--- src/rtl/dec2stch_bank_if.sv ---
// Handshake and stream bundle for dec2stch_bank: probability load side and
// the per-channel stochastic bit outputs.
interface dec2stch_bank_if #(
    parameter int ND  = 8,
    parameter int NCH = 4
);
    logic [NCH*ND-1:0] D;
    logic              LOAD;
    logic              READY;
    logic              EN;
    logic [NCH-1:0]    S;
    logic              VALID;
    logic              FRAME_END;

    modport master (output D, LOAD, EN, input READY, S, VALID, FRAME_END);
    modport slave  (input D, LOAD, EN, output READY, S, VALID, FRAME_END);
endinterface

--- src/rtl/dec2stch_bank.sv ---
// Multi-channel decimal-to-stochastic converter: one shared maximal-length LFSR,
// per-channel rotated comparison, framed output of 2^ND-1 bits per channel.
module dec2stch_bank #(
    parameter int ND         = 8,
    parameter int NCH        = 4,
    parameter int SEED       = 1,
    parameter int ROT        = 3,
    parameter int CONTINUOUS = 0
) (
    input  logic           CLK,
    input  logic           INIT_N,
    dec2stch_bank_if.slave bus
);
    function automatic int tap_mask(input int n);
        case (n)
            4:       return 'h00C;
            5:       return 'h014;
            6:       return 'h030;
            7:       return 'h060;
            8:       return 'h0B8;
            10:      return 'h240;
            12:      return 'h829;
            default: return 0;
        endcase
    endfunction

    function automatic logic [ND-1:0] rotl(input logic [ND-1:0] x, input int r);
        logic [2*ND-1:0] w;
        w = {x, x} << r;
        return w[2*ND-1:ND];
    endfunction

    localparam int TAPS_I = tap_mask(ND);
    localparam int LAST_I = (1 << ND) - 2;
    localparam logic [ND-1:0] TAPS   = TAPS_I[ND-1:0];
    localparam logic [ND-1:0] LAST   = LAST_I[ND-1:0];
    localparam logic [ND-1:0] SEED_V = SEED[ND-1:0];

    if (TAPS_I == 0) begin : g_bad_nd
        $error("dec2stch_bank: unsupported ND=%0d", ND);
    end
    if (SEED <= 0 || SEED >= (1 << ND)) begin : g_bad_seed
        $error("dec2stch_bank: SEED=%0d out of range for ND=%0d", SEED, ND);
    end

    typedef enum logic {IDLE, RUN} state_t;

    state_t            state_q, state_d;
    logic              ready_q, ready_d;
    logic [ND-1:0]     lfsr_q, lfsr_d;
    logic [ND-1:0]     cnt_q, cnt_d;
    logic [NCH*ND-1:0] dreg_q, dreg_d;
    logic [NCH*ND-1:0] shadow_q, shadow_d;
    logic              pend_q, pend_d;
    logic [NCH-1:0]    s_q, s_d;
    logic              vld_q, vld_d;
    logic              fe_q, fe_d;

    logic [NCH-1:0] cmp;
    logic [ND-1:0]  lfsr_nxt;
    logic           last;
    logic           accept;

    // Rotation is a bijection on 1..2^ND-1, so each channel sees every nonzero value once per frame.
    always_comb begin
        cmp = '0;
        for (int k = 0; k < NCH; k++)
            cmp[k] = dreg_q[k*ND +: ND] >= rotl(lfsr_q, (k * ROT) % ND);
    end

    assign lfsr_nxt = {lfsr_q[ND-2:0], ^(lfsr_q & TAPS)};
    assign last     = (cnt_q == LAST);
    assign accept   = bus.LOAD & ready_q;

    always_comb begin
        state_d  = state_q;
        lfsr_d   = lfsr_q;
        cnt_d    = cnt_q;
        dreg_d   = dreg_q;
        shadow_d = shadow_q;
        pend_d   = pend_q;
        s_d      = s_q;
        vld_d    = 1'b0;
        fe_d     = 1'b0;
        case (state_q)
            IDLE: begin
                s_d = '0;
                if (accept) begin
                    dreg_d  = bus.D;
                    lfsr_d  = SEED_V;
                    cnt_d   = '0;
                    pend_d  = 1'b0;
                    state_d = RUN;
                end
            end
            RUN: begin
                if (bus.EN) begin
                    s_d    = cmp;
                    vld_d  = 1'b1;
                    lfsr_d = lfsr_nxt;
                    cnt_d  = cnt_q + 1'b1;
                    if (last) begin
                        fe_d  = 1'b1;
                        cnt_d = '0;
                        if (CONTINUOUS == 0)
                            state_d = IDLE;
                    end
                end
                // Data for the next frame is only swapped at the frame boundary.
                if (CONTINUOUS != 0) begin
                    if (bus.EN && last) begin
                        if (accept)
                            dreg_d = bus.D;
                        else if (pend_q)
                            dreg_d = shadow_q;
                        pend_d = 1'b0;
                    end else if (accept) begin
                        shadow_d = bus.D;
                        pend_d   = 1'b1;
                    end
                end
            end
            default: state_d = IDLE;
        endcase
        ready_d = (state_d == IDLE) || (CONTINUOUS != 0);
    end

    always_ff @(posedge CLK) begin
        if (!INIT_N) begin
            state_q  <= IDLE;
            ready_q  <= 1'b1;
            lfsr_q   <= SEED_V;
            cnt_q    <= '0;
            dreg_q   <= '0;
            shadow_q <= '0;
            pend_q   <= 1'b0;
            s_q      <= '0;
            vld_q    <= 1'b0;
            fe_q     <= 1'b0;
        end else begin
            state_q  <= state_d;
            ready_q  <= ready_d;
            lfsr_q   <= lfsr_d;
            cnt_q    <= cnt_d;
            dreg_q   <= dreg_d;
            shadow_q <= shadow_d;
            pend_q   <= pend_d;
            s_q      <= s_d;
            vld_q    <= vld_d;
            fe_q     <= fe_d;
        end
    end

    assign bus.READY     = ready_q;
    assign bus.S         = s_q;
    assign bus.VALID     = vld_q;
    assign bus.FRAME_END = fe_q;
endmodule

--- src/flat_wrapper.sv ---
// flat-port wrapper written by rule: the top's interface ports become plain ports
module dec2stch_bank_flat 
#(
    parameter int ND         = 8,
    parameter int NCH        = 4,
    parameter int SEED       = 1,
    parameter int ROT        = 3,
    parameter int CONTINUOUS = 0
)
  (CLK, INIT_N, bus_D, bus_LOAD, bus_EN, bus_READY, bus_S, bus_VALID, bus_FRAME_END);
  dec2stch_bank_if #(.ND(ND), .NCH(NCH)) bus_i ();
  input  logic CLK;
  input  logic INIT_N;
  input wire logic [$bits(bus_i.D)-1:0] bus_D;
  input wire logic [$bits(bus_i.LOAD)-1:0] bus_LOAD;
  input wire logic [$bits(bus_i.EN)-1:0] bus_EN;
  output wire logic [$bits(bus_i.READY)-1:0] bus_READY;
  output wire logic [$bits(bus_i.S)-1:0] bus_S;
  output wire logic [$bits(bus_i.VALID)-1:0] bus_VALID;
  output wire logic [$bits(bus_i.FRAME_END)-1:0] bus_FRAME_END;
  assign bus_i.D = bus_D;
  assign bus_i.LOAD = bus_LOAD;
  assign bus_i.EN = bus_EN;
  assign bus_READY = bus_i.READY;
  assign bus_S = bus_i.S;
  assign bus_VALID = bus_i.VALID;
  assign bus_FRAME_END = bus_i.FRAME_END;
  dec2stch_bank #(.ND(ND), .NCH(NCH), .SEED(SEED), .ROT(ROT), .CONTINUOUS(CONTINUOUS)) u_core (.CLK(CLK), .INIT_N(INIT_N), .bus(bus_i));
endmodule
--- config.mk ---
export PLATFORM = sky130hd
export DESIGN_NAME = dec2stch_bank_flat
export DESIGN_NICKNAME = d
export VERILOG_FILES = /design/src/rtl/dec2stch_bank_if.sv /design/src/rtl/dec2stch_bank.sv /design/src/flat_wrapper.sv
export SDC_FILE = /design/constraint.sdc
export NUM_CORES = 1
export LEC_CHECK = 0
export ABC_AREA = 1
export BUFFER_PORTS_ARGS = -buffer_cell sky130_fd_sc_hd__buf_2
export CORE_ASPECT_RATIO = 1.75
export CORE_MARGIN = 5
export CORE_UTILIZATION = 56
export DETAILED_ROUTE_END_ITERATION = 8
export PLACE_DENSITY = 0.88
export SETUP_SLACK_MARGIN = 0.2
export SLEW_MARGIN = 15
export SYNTH_ARGS = -nofsm -noshare
export SYNTH_HDL_FRONTEND = slang
export SYNTH_SLANG_ARGS = --single-unit
--- constraint.sdc ---
create_clock -name CLK -period 1.6 [get_ports CLK]
set_input_delay 0.08 -clock CLK [delete_from_list [all_inputs] [get_ports CLK]]
set_output_delay 0.08 -clock CLK [all_outputs]
set_load 0.005 [all_outputs]
Word-level counts from Yosys, hierarchy flattened --
Index checks and enable logic that the tools add are counted.
Word-level totals: flip-flop bits (word level) 56, input bits 36
Operators by class: add/subtract/negate cells 1, $lt $le $gt $ge 4, eq/ne operators 3, multiplexer cells 15, bitwise gates (word level) 3, reductions and logical operators 5
Operators by type and width (count):
- $mux 8 | 5
- $ge 8x8->1 | 4
- $pmux 8 s2 | 2
- $add 8x1->8 const B | 1
- $eq 8x8->1 const B | 1
- $pmux 4 s2 | 1
- $reduce_xor 8->1 | 1
- $reduce_and 2->1 | 3
- $mux 1 | 5
- $mux 4 | 1
- $reduce_and 3->1 | 1
- $ne 2x1->1 const B | 1
- $ne 2x2->1 const B | 1
- $not 1->1 | 2
- $pmux 1 s2 | 1
- $and 1x1->1 | 1

Longest topological paths before layout --
Gate-level depths: netlist (run 1).
word-level depth 5, depth in mapped cells 12

Least setup slack after synthesis (run 1) --
No wires, ideal clock.
path kind reg-to-reg, start register u_core.lfsr_q[5], end register u_core.s_q[2] (netlist: u_core.bus.S[2]), arrival time 1.118 ns, setup slack 0.360 ns, cell stages (with the launch flop) 9, path buffers 0, cells stage by stage dfxtp_1 > inv_1 > ha_1 > a21oi_1 > nand2_1 > nand2_1 > nand2_1 > nand2_1 > a21oi_1
Between the ends: cells in the longest elaborated chain, start to end 3
Ends and longest elaborated chain:
- start: declaration | line dec2stch_bank.sv:50 | logic [ND-1:0] lfsr_q, lfsr_d;
- start signal: assignment | line dec2stch_bank.sv:143 | lfsr_q <= lfsr_d;
- $ge 8x8->1 | line dec2stch_bank.sv:68 | cmp[k] = dreg_q[k*ND +: ND] >= rotl(lfsr_q, (k * ROT) % ND);
- $mux 4 | line dec2stch_bank.sv:97 | if (bus.EN) begin
- $pmux 4 s2 | line dec2stch_bank.sv:85 | case (state_q)
- end signal: assignment | line dec2stch_bank.sv:137 | s_q <= '0;
- end signal: assignment | line dec2stch_bank.sv:148 | s_q <= s_d;
- end: declaration | line dec2stch_bank.sv:55 | logic [NCH-1:0] s_q, s_d;
No other way between the ends. The select of a mux whose other input is x is not followed. A chain may end at the register's enable or synchronous reset.

Worst setup path in the final report (run 1) --
start register u_core.state_q, end register u_core.lfsr_q[2]
Between the ends: cells in the longest elaborated chain, start to end 3
Ends and longest elaborated chain:
- start: declaration | line dec2stch_bank.sv:48 | state_t state_q, state_d;
- start signal: assignment | line dec2stch_bank.sv:141 | state_q <= state_d;
- $not 1->1 | line dec2stch_bank.sv:85
- $ne 2x1->1 (no line)
- $reduce_and 2->1 (no line)
Parallel ways exist; a longest one is shown, timed or not.

==> flow_metrics.env, run 1 <==
export IMPL_rsz0062_at_grt="true"
export IMPL_yosys_top_cells_count="67 x nor2_1, 64 x nand2_1, 56 x dfxtp_1"
export IMPL_place_congestion=0.9057
export IMPL_track_usage_pct=20.01
export IMPL_port_buffers=42
export IMPL_drtPass1Iterations=6
export IMPL_startpoint_type="flop"
export IMPL_wirelength_mm=7.017
export IMPL_cp_arrival_ps=1580
export IMPL_skew_ps=12.55
export IMPL_hold_violations=0
export IMPL_ys_ff_latch=56
export IMPL_antenna_cells=0
export IMPL_nFillCells=376
export IMPL_synth_distinct_cells=29
export IMPL_grt_pass1_vias=2497
export IMPL_ir_drop_mv=0.8765
export IMPL_path_clk_slew_ps=110
export IMPL_holdCritPathClass="input port to flop"
export IMPL_syn_inst=375
export IMPL_fp_row_count=34
export IMPL_wl_met1_mm=2.623
export IMPL_tns_ps=0
export IMPL_antenna_found_initial=0
export IMPL_vias=2649
export IMPL_hpwl_mm=4.860
export IMPL_register_area_um2=1142
export IMPL_fmax_mhz=729.2
export IMPL_slew_headroom_pct=79.08
export IMPL_cp_num_buf_inv=2
export IMPL_cts_buffers=5
export IMPL_num_nets_final=493
export IMPL_cp_max_fo=11
export IMPL_total_leakage_power_uw=0.001587
export IMPL_tightest_slew_ps=311.9
export IMPL_endpoint_kind="flop"
export IMPL_slowest_delay_ps=360
export IMPL_path_common_cell="inv_2"
export IMPL_synthesis_area_um2=2838
export IMPL_clock_root_buffer="clkbuf_8"
export IMPL_die_area_um2=6647
export IMPL_met3_wirelength_um=270
export IMPL_cts_sinks=56
export IMPL_finalCriticalPeriod_ps=1371
export IMPL_cp_slowest_cell="dfxtp_2"
export IMPL_status="finished clean"
export IMPL_die_width_um=63.81
export IMPL_io_pins=43
export IMPL_area_growth_pct=19.62
export IMPL_drive_gt1_share_pct=22.88
export IMPL_htreeDepth=2
export IMPL_power_density_nw_per_um2=1002
export IMPL_yosysSeqAreaShare_pct=39.51
export IMPL_insertion_delay_ps=310
export IMPL_final_util_pct=68.79
export IMPL_synth_edff_count=0
export IMPL_synth_area_top_cells="dfxtp_1 40%, ha_1 15%, nor2_1 8.9%, nand2_1 8.5%, inv_1 5.6%"
export IMPL_start_util_pct=57.51
export IMPL_worstPathRequired_ps=1810
export IMPL_fin_ws_ps=228.7
export IMPL_hold_slack_ps=0.3292
export IMPL_wire_per_inst_um=14.68
export IMPL_cap_violations=0
export IMPL_yosysTopAreaCellShare_pct=39.51
export IMPL_yosys_area_top_type="dfxtp_1"
export IMPL_grt_pass1_wl_mm=10.70
export IMPL_path_cells="nand2_1 -> inv_2 -> nor2_8 -> inv_2 -> o32ai_1"
export IMPL_cts_buffer_depth=2
export IMPL_cts_tree="yes"
export IMPL_grt_start_max_net_pins=37
export IMPL_multiInputGateArea_um2=1585
export IMPL_wl_met2_mm=3.720
export IMPL_avgViaCountPerCell=5.542
export IMPL_drc=0
export IMPL_syn_area_per_cell_um2=7.567
export IMPL_slew_viol_final=0
export IMPL_reg2reg_slack_ps=230
export IMPL_yosysMostFrequentCell="nor2_1"
export IMPL_synth_ff_type="dfxtp_1"
export IMPL_cp_top_family="flip-flops"
export IMPL_period_share_pct=85.70
export IMPL_die_h_um=104.2
export IMPL_ys_warnings_count=0
export IMPL_syn_nets=445
export IMPL_pre_cts_ws_ps=204.5
export IMPL_drtIter0Drc=164
export IMPL_setup_viol=0
export IMPL_async_flop_share_pct=0
export IMPL_core_um2=4935
export IMPL_antenna_left=0
export IMPL_grt_ovfl_total=0
export IMPL_topRoutingLayerUsed="met4"
export IMPL_critPathKind="flop to flop"
[worst reg2reg max path: stages, from the launching register on]
cell and delay, ps:
dfxtp_2 360, nand2_1 160, inv_2 110, nor2_8 200
inv_2 140, o32ai_1 300
[power breakdown]
group | leakage [uW] | internal, uW | switching [uW] | total, uW
logic | 0.00107 | 344 | 514 | 858
clock network | 0.0000558 | 474 | 463 | 937
registers | 0.000465 | 1520 | 88.2 | 1610
[final cells by class]
class	count	area share, %
Sequential cell	56	33.65
Clock inverter	2	1.143
Multi-Input combinational cell	260	46.70
Tap cell	54	1.990
Clock buffer	6	2.138
Inverter	48	5.455
Timing Repair Buffer	52	8.920
[timing repair]
action                                  CTS  global route
buffers inserted                          0             0
hold endpoints to repair                  7             0
hold buffers                              7             0
endpoints found under the setup margin    4            18
resized for setup                         4            36
pin swaps                                 0            10
[flip-flops by register name, indices dropped and copies added, names as in the netlist]
signal and cells:
u_core.bus.FRAME_END 1, u_core.bus.READY 1, u_core.bus.S 4, u_core.bus.VALID 1
u_core.cnt_q 8, u_core.dreg_q 32, u_core.lfsr_q 8, u_core.state_q 1
[per-layer routing]
| metal | vias to the layer above | track usage (%) |
|---|---|---|
| li1 | 1319 | - |
| met1 | 1207 | 20.20 |
| met4 | 0 | 14.26 |
| met2 | 93 | 35.83 |
| met5 | - | 0 |
| met3 | 30 | 2.703 |
[kinds of logic (layout without fill, tap and decap cells)]
kind of cell / count (synthesis) / count (layout) / share of synthesized area, %
simple gates: 143 / 143 / 20.64
compound gates: 80 / 80 / 15.65
buf+inv: 59 / 108 / 8.289
flops: 56 / 56 / 39.51
fa+ha+maj: 34 / 34 / 14.99
xor+xnor: 3 / 3 / 0.9261
[worst paths after layout]
kind | startpoint | to | cells past startpoint
worst max-delay path | u_core.state_q | u_core.lfsr_q[2] | 5
worst min-delay path | bus_D[1] | u_core.dreg_q[1] | 3
worst max register to register | u_core.state_q | u_core.lfsr_q[2] | 5
worst min register to register | u_core.dreg_q[0] | u_core.dreg_q[0] | 2
[stage by stage]
stage	power (uW)	cell area, um2	instances
finish	3402	3395	478
global placement	2347	3083	463
floorplan	2180	2838	375
global route	3589	3395	478
CTS	3338	3269	478
detailed placement	2389	3083	463
[cells in the final DEF, fill, tap and decap left out, drive strengths merged]
master | netlist | layout
nor2 | 68 | 68
nand2 | 64 | 64
dfxtp | 56 | 56
inv | 48 | 49
buf | 4 | 45
o21ai | 43 | 43
ha | 34 | 34
a21oi | 24 | 24
dlygate4sd3 | 0 | 7
clkbuf | 7 | 6
nand3 | 5 | 5
o32ai | 5 | 5
a211oi | 4 | 4
nand4 | 2 | 2
xor2 | 2 | 2
nor3 | 2 | 2
a21o | 1 | 1
nand3b | 1 | 1
a22oi | 1 | 1
a31oi | 1 | 1
or2 | 1 | 1
o22ai | 1 | 1
xnor2 | 1 | 1
bufinv | 0 | 1
Power figures use the tool's default switching activity.
==> run 2, diff against run 1 <==
- ABC_AREA: 1 -> not set
==> run 2 against run 1 <==
  * The run now ends with negative hold slack left
  * Cell count is 7.1% lower
  * Non-clock buffer count is 20 higher
  * Maximum frequency is 7.5% lower
  * Sequential share of layout area is 1.2 points lower
  * Die area is 3.0% lower
  * First-iteration DRC count is 23% lower
  * Synthesized area is 3.5% lower
  * Combinational power is 33% lower
  * Worst hold slack worse by 3.6 ps
  * Critical endpoint is now u_core.bus.S[1]
  * Largest cell class unchanged
==> flow_metrics.env, run 2 <==
export IMPL_status="finished with violations"
export IMPL_violations="negative hold slack"
export IMPL_avgViaCountPerCell=6.144
export IMPL_fin_ws_ps=117.7
export IMPL_die_area_um2=6445
export IMPL_drc=0
export IMPL_yosysMostFrequentCell="nand2_1"
export IMPL_critPathKind="flop to flop"
export IMPL_top_register="u_core.dreg_q"
export IMPL_hold_slack_ps=-3.238
export IMPL_synth_area_top_cells="dfxtp_1 41%, ha_1 16%, nand2_1 11%, a21oi_1 7.5%, o211ai_1 2.2%"
export IMPL_num_nets_final=461
export IMPL_hold_violations=1
export IMPL_period_share_pct=92.64
export IMPL_worstPathRequired_ps=1790
export IMPL_design_area_um2=3537
export IMPL_grt_start_max_net_pins=38
export IMPL_slew_viol_final=0
export IMPL_grt_ovfl_total=0
export IMPL_cts_buffer_depth=2
export IMPL_dp_cells=411
export IMPL_cp_slowest_cell="dfxtp_2"
export IMPL_ir_drop_mv=0.9693
export IMPL_syn_nets=397
export IMPL_holdCritPathClass="input port to flop"
export IMPL_grt_pass1_vias=2599
export IMPL_finalCriticalPeriod_ps=1482
export IMPL_syn_area_per_cell_um2=8.376
export IMPL_synth_ff_type="dfxtp_1"
export IMPL_tns_ps=0
export IMPL_tightest_slew_ps=639.2
export IMPL_rsz0062_at_grt="true"
export IMPL_synthesis_area_um2=2739
export IMPL_layout_common_cells="79 x nand2_1, 42 x buf_2, 42 x dfxtp_1"
export IMPL_cts_sinks=56
export IMPL_yosys_top_cells_count="81 x nand2_1, 56 x dfxtp_1, 41 x a21oi_1"
export IMPL_fp_row_count=33
export IMPL_path_clk_slew_ps=100
export IMPL_ys_ff_latch=56
export IMPL_grt_pass1_wl_mm=11.47
export IMPL_antenna_found_initial=0
export IMPL_wire_per_inst_um=18.37
export IMPL_area_growth_pct=29.15
export IMPL_ys_warnings_count=0
export IMPL_port_buffers=42
export IMPL_cap_violations=0
export IMPL_yosys_area_top_type="dfxtp_1"
export IMPL_antenna_left=0
export IMPL_io_pins=43
export IMPL_vias=2728
export IMPL_yosysTopAreaCellShare_pct=40.93
export IMPL_syn_inst=327
export IMPL_nFillCells=303
export IMPL_pre_cts_ws_ps=13.57
export IMPL_total_leakage_power_uw=0.001426
export IMPL_dpl_instance_area_um2=3008
export IMPL_cts_tree="yes"
export IMPL_core_um2=4707
export IMPL_slowest_delay_ps=360
export IMPL_drtIter0Drc=127
export IMPL_cp_arrival_ps=1670
export IMPL_cp_max_fo=4
export IMPL_fmax_mhz=674.6
export IMPL_track_usage_pct=21.93
export IMPL_synth_distinct_cells=35
export IMPL_async_flop_share_pct=0
export IMPL_yosysSeqAreaShare_pct=40.93
export IMPL_setup_viol=0
export IMPL_hpwl_mm=4.889
export IMPL_skew_ps=5.740
export IMPL_drtPass1Iterations=5
export IMPL_htreeDepth=2
export IMPL_final_common_cell="nand2_1"
export IMPL_die_h_um=102.5
export IMPL_die_width_um=62.87
export IMPL_path_cells="inv_1 -> ha_1 -> o211ai_1 -> nor2_1 -> o221ai_1 -> a21oi_1"
export IMPL_cp_top_family="compound AO/OA/AOI/OAI gates"
export IMPL_insertion_delay_ps=310
export IMPL_power_density_nw_per_um2=850.0
export IMPL_slew_headroom_pct=57.32
export IMPL_cts_buffers=5
export IMPL_drive_gt1_share_pct=28.06
export IMPL_place_congestion=0.8884
export IMPL_wirelength_mm=8.158
export IMPL_synth_edff_count=0
export IMPL_startpoint_type="flop"
export IMPL_clock_root_buffer="clkbuf_8"
export IMPL_start_util_pct=58.19
export IMPL_cp_num_buf_inv=1
export IMPL_endpoint_kind="flop"
export IMPL_antenna_cells=0
export IMPL_fin_cells=444
export IMPL_top_regs="u_core.dreg_q (32), u_core.cnt_q (8), u_core.lfsr_q (8)"
export IMPL_largest_reg_flops=32
==> run 2: tightest hold or removal path, delay by kind of cell <==
| kind | cells | cell delay, ps |
|---|---|---|
| AO/OA/AOI/OAI | 1 | 50 |
| AND/OR/NAND/NOR | 1 | 40 |
| buffers and inverters | 1 | 100 |
==> run 2: path summary, 6_finish.rpt <==
check | start | end | slack (ps) | cells past startpoint
min reg2reg | u_core.dreg_q[20] | u_core.dreg_q[20] | 460 | 2
min | bus_D[16] | u_core.dreg_q[16] | -3 | 3
max reg2reg | u_core.lfsr_q[2] | u_core.bus.S[1] | 120 | 6
max | u_core.lfsr_q[2] | u_core.bus.S[1] | 120 | 6
==> run 2: final cells by class <==
cell class	instances	area (um2)	share of cell area [%]
multi-input cells	240	1669	47.19
flip-flops and latches	56	1149	32.47
repair buffers	72	479.2	13.55
clock buffers	6	72.57	2.052
inverters	16	67.56	1.910
well taps	52	65.06	1.839
clock inverters	2	35.03	0.9904
==> run 2: metal layers <==
layer / wire length, um / up-vias / track usage (%) / share of wire, %
met2: 4445 / 138 / 41.66 / 54
met5: 0 / - / 0 / 0
met1: 2902 / 1278 / 21.99 / 36
met3: 475 / 37 / 4.362 / 5.8
met4: 335 / 0 / 11.93 / 4.1
li1: - / 1275 / - / -
==> run 2: what timing repair did <==
item,4_1_cts,5_1_grt
hold buffers,15,1
setup buffers,2,7
hold endpoints to repair,15,1
resized for setup,20,33
endpoints found under the setup margin,8,19
pin swaps,5,9
==> run 2: logic make-up after synthesis <==
family,after synthesis,synth area share [%]
flip-flops,56,40.93
AO/OA/AOI/OAI,80,18.27
AND/OR/NAND/NOR,123,19.83
XOR/XNOR,3,0.9595
adder cells (fa/ha/maj),34,15.53
buffers and inverters,31,4.477
==> run 2: per-stage QoR <==
step                      utilization (%)  power [uW]
after detailed placement            63.90        2000
final                               75.15        3007
after CTS                           71.08        2929
after global placement              63.90        1972
after floorplan                         -        1851
after global routing                75.15        3129
==> run 2: power breakdown <==
group	switching (uW)	internal, uW	leakage (uW)
combinational	316	261	0.000907
sequential	52.4	1460	0.000464
clock	450	465	0.0000552
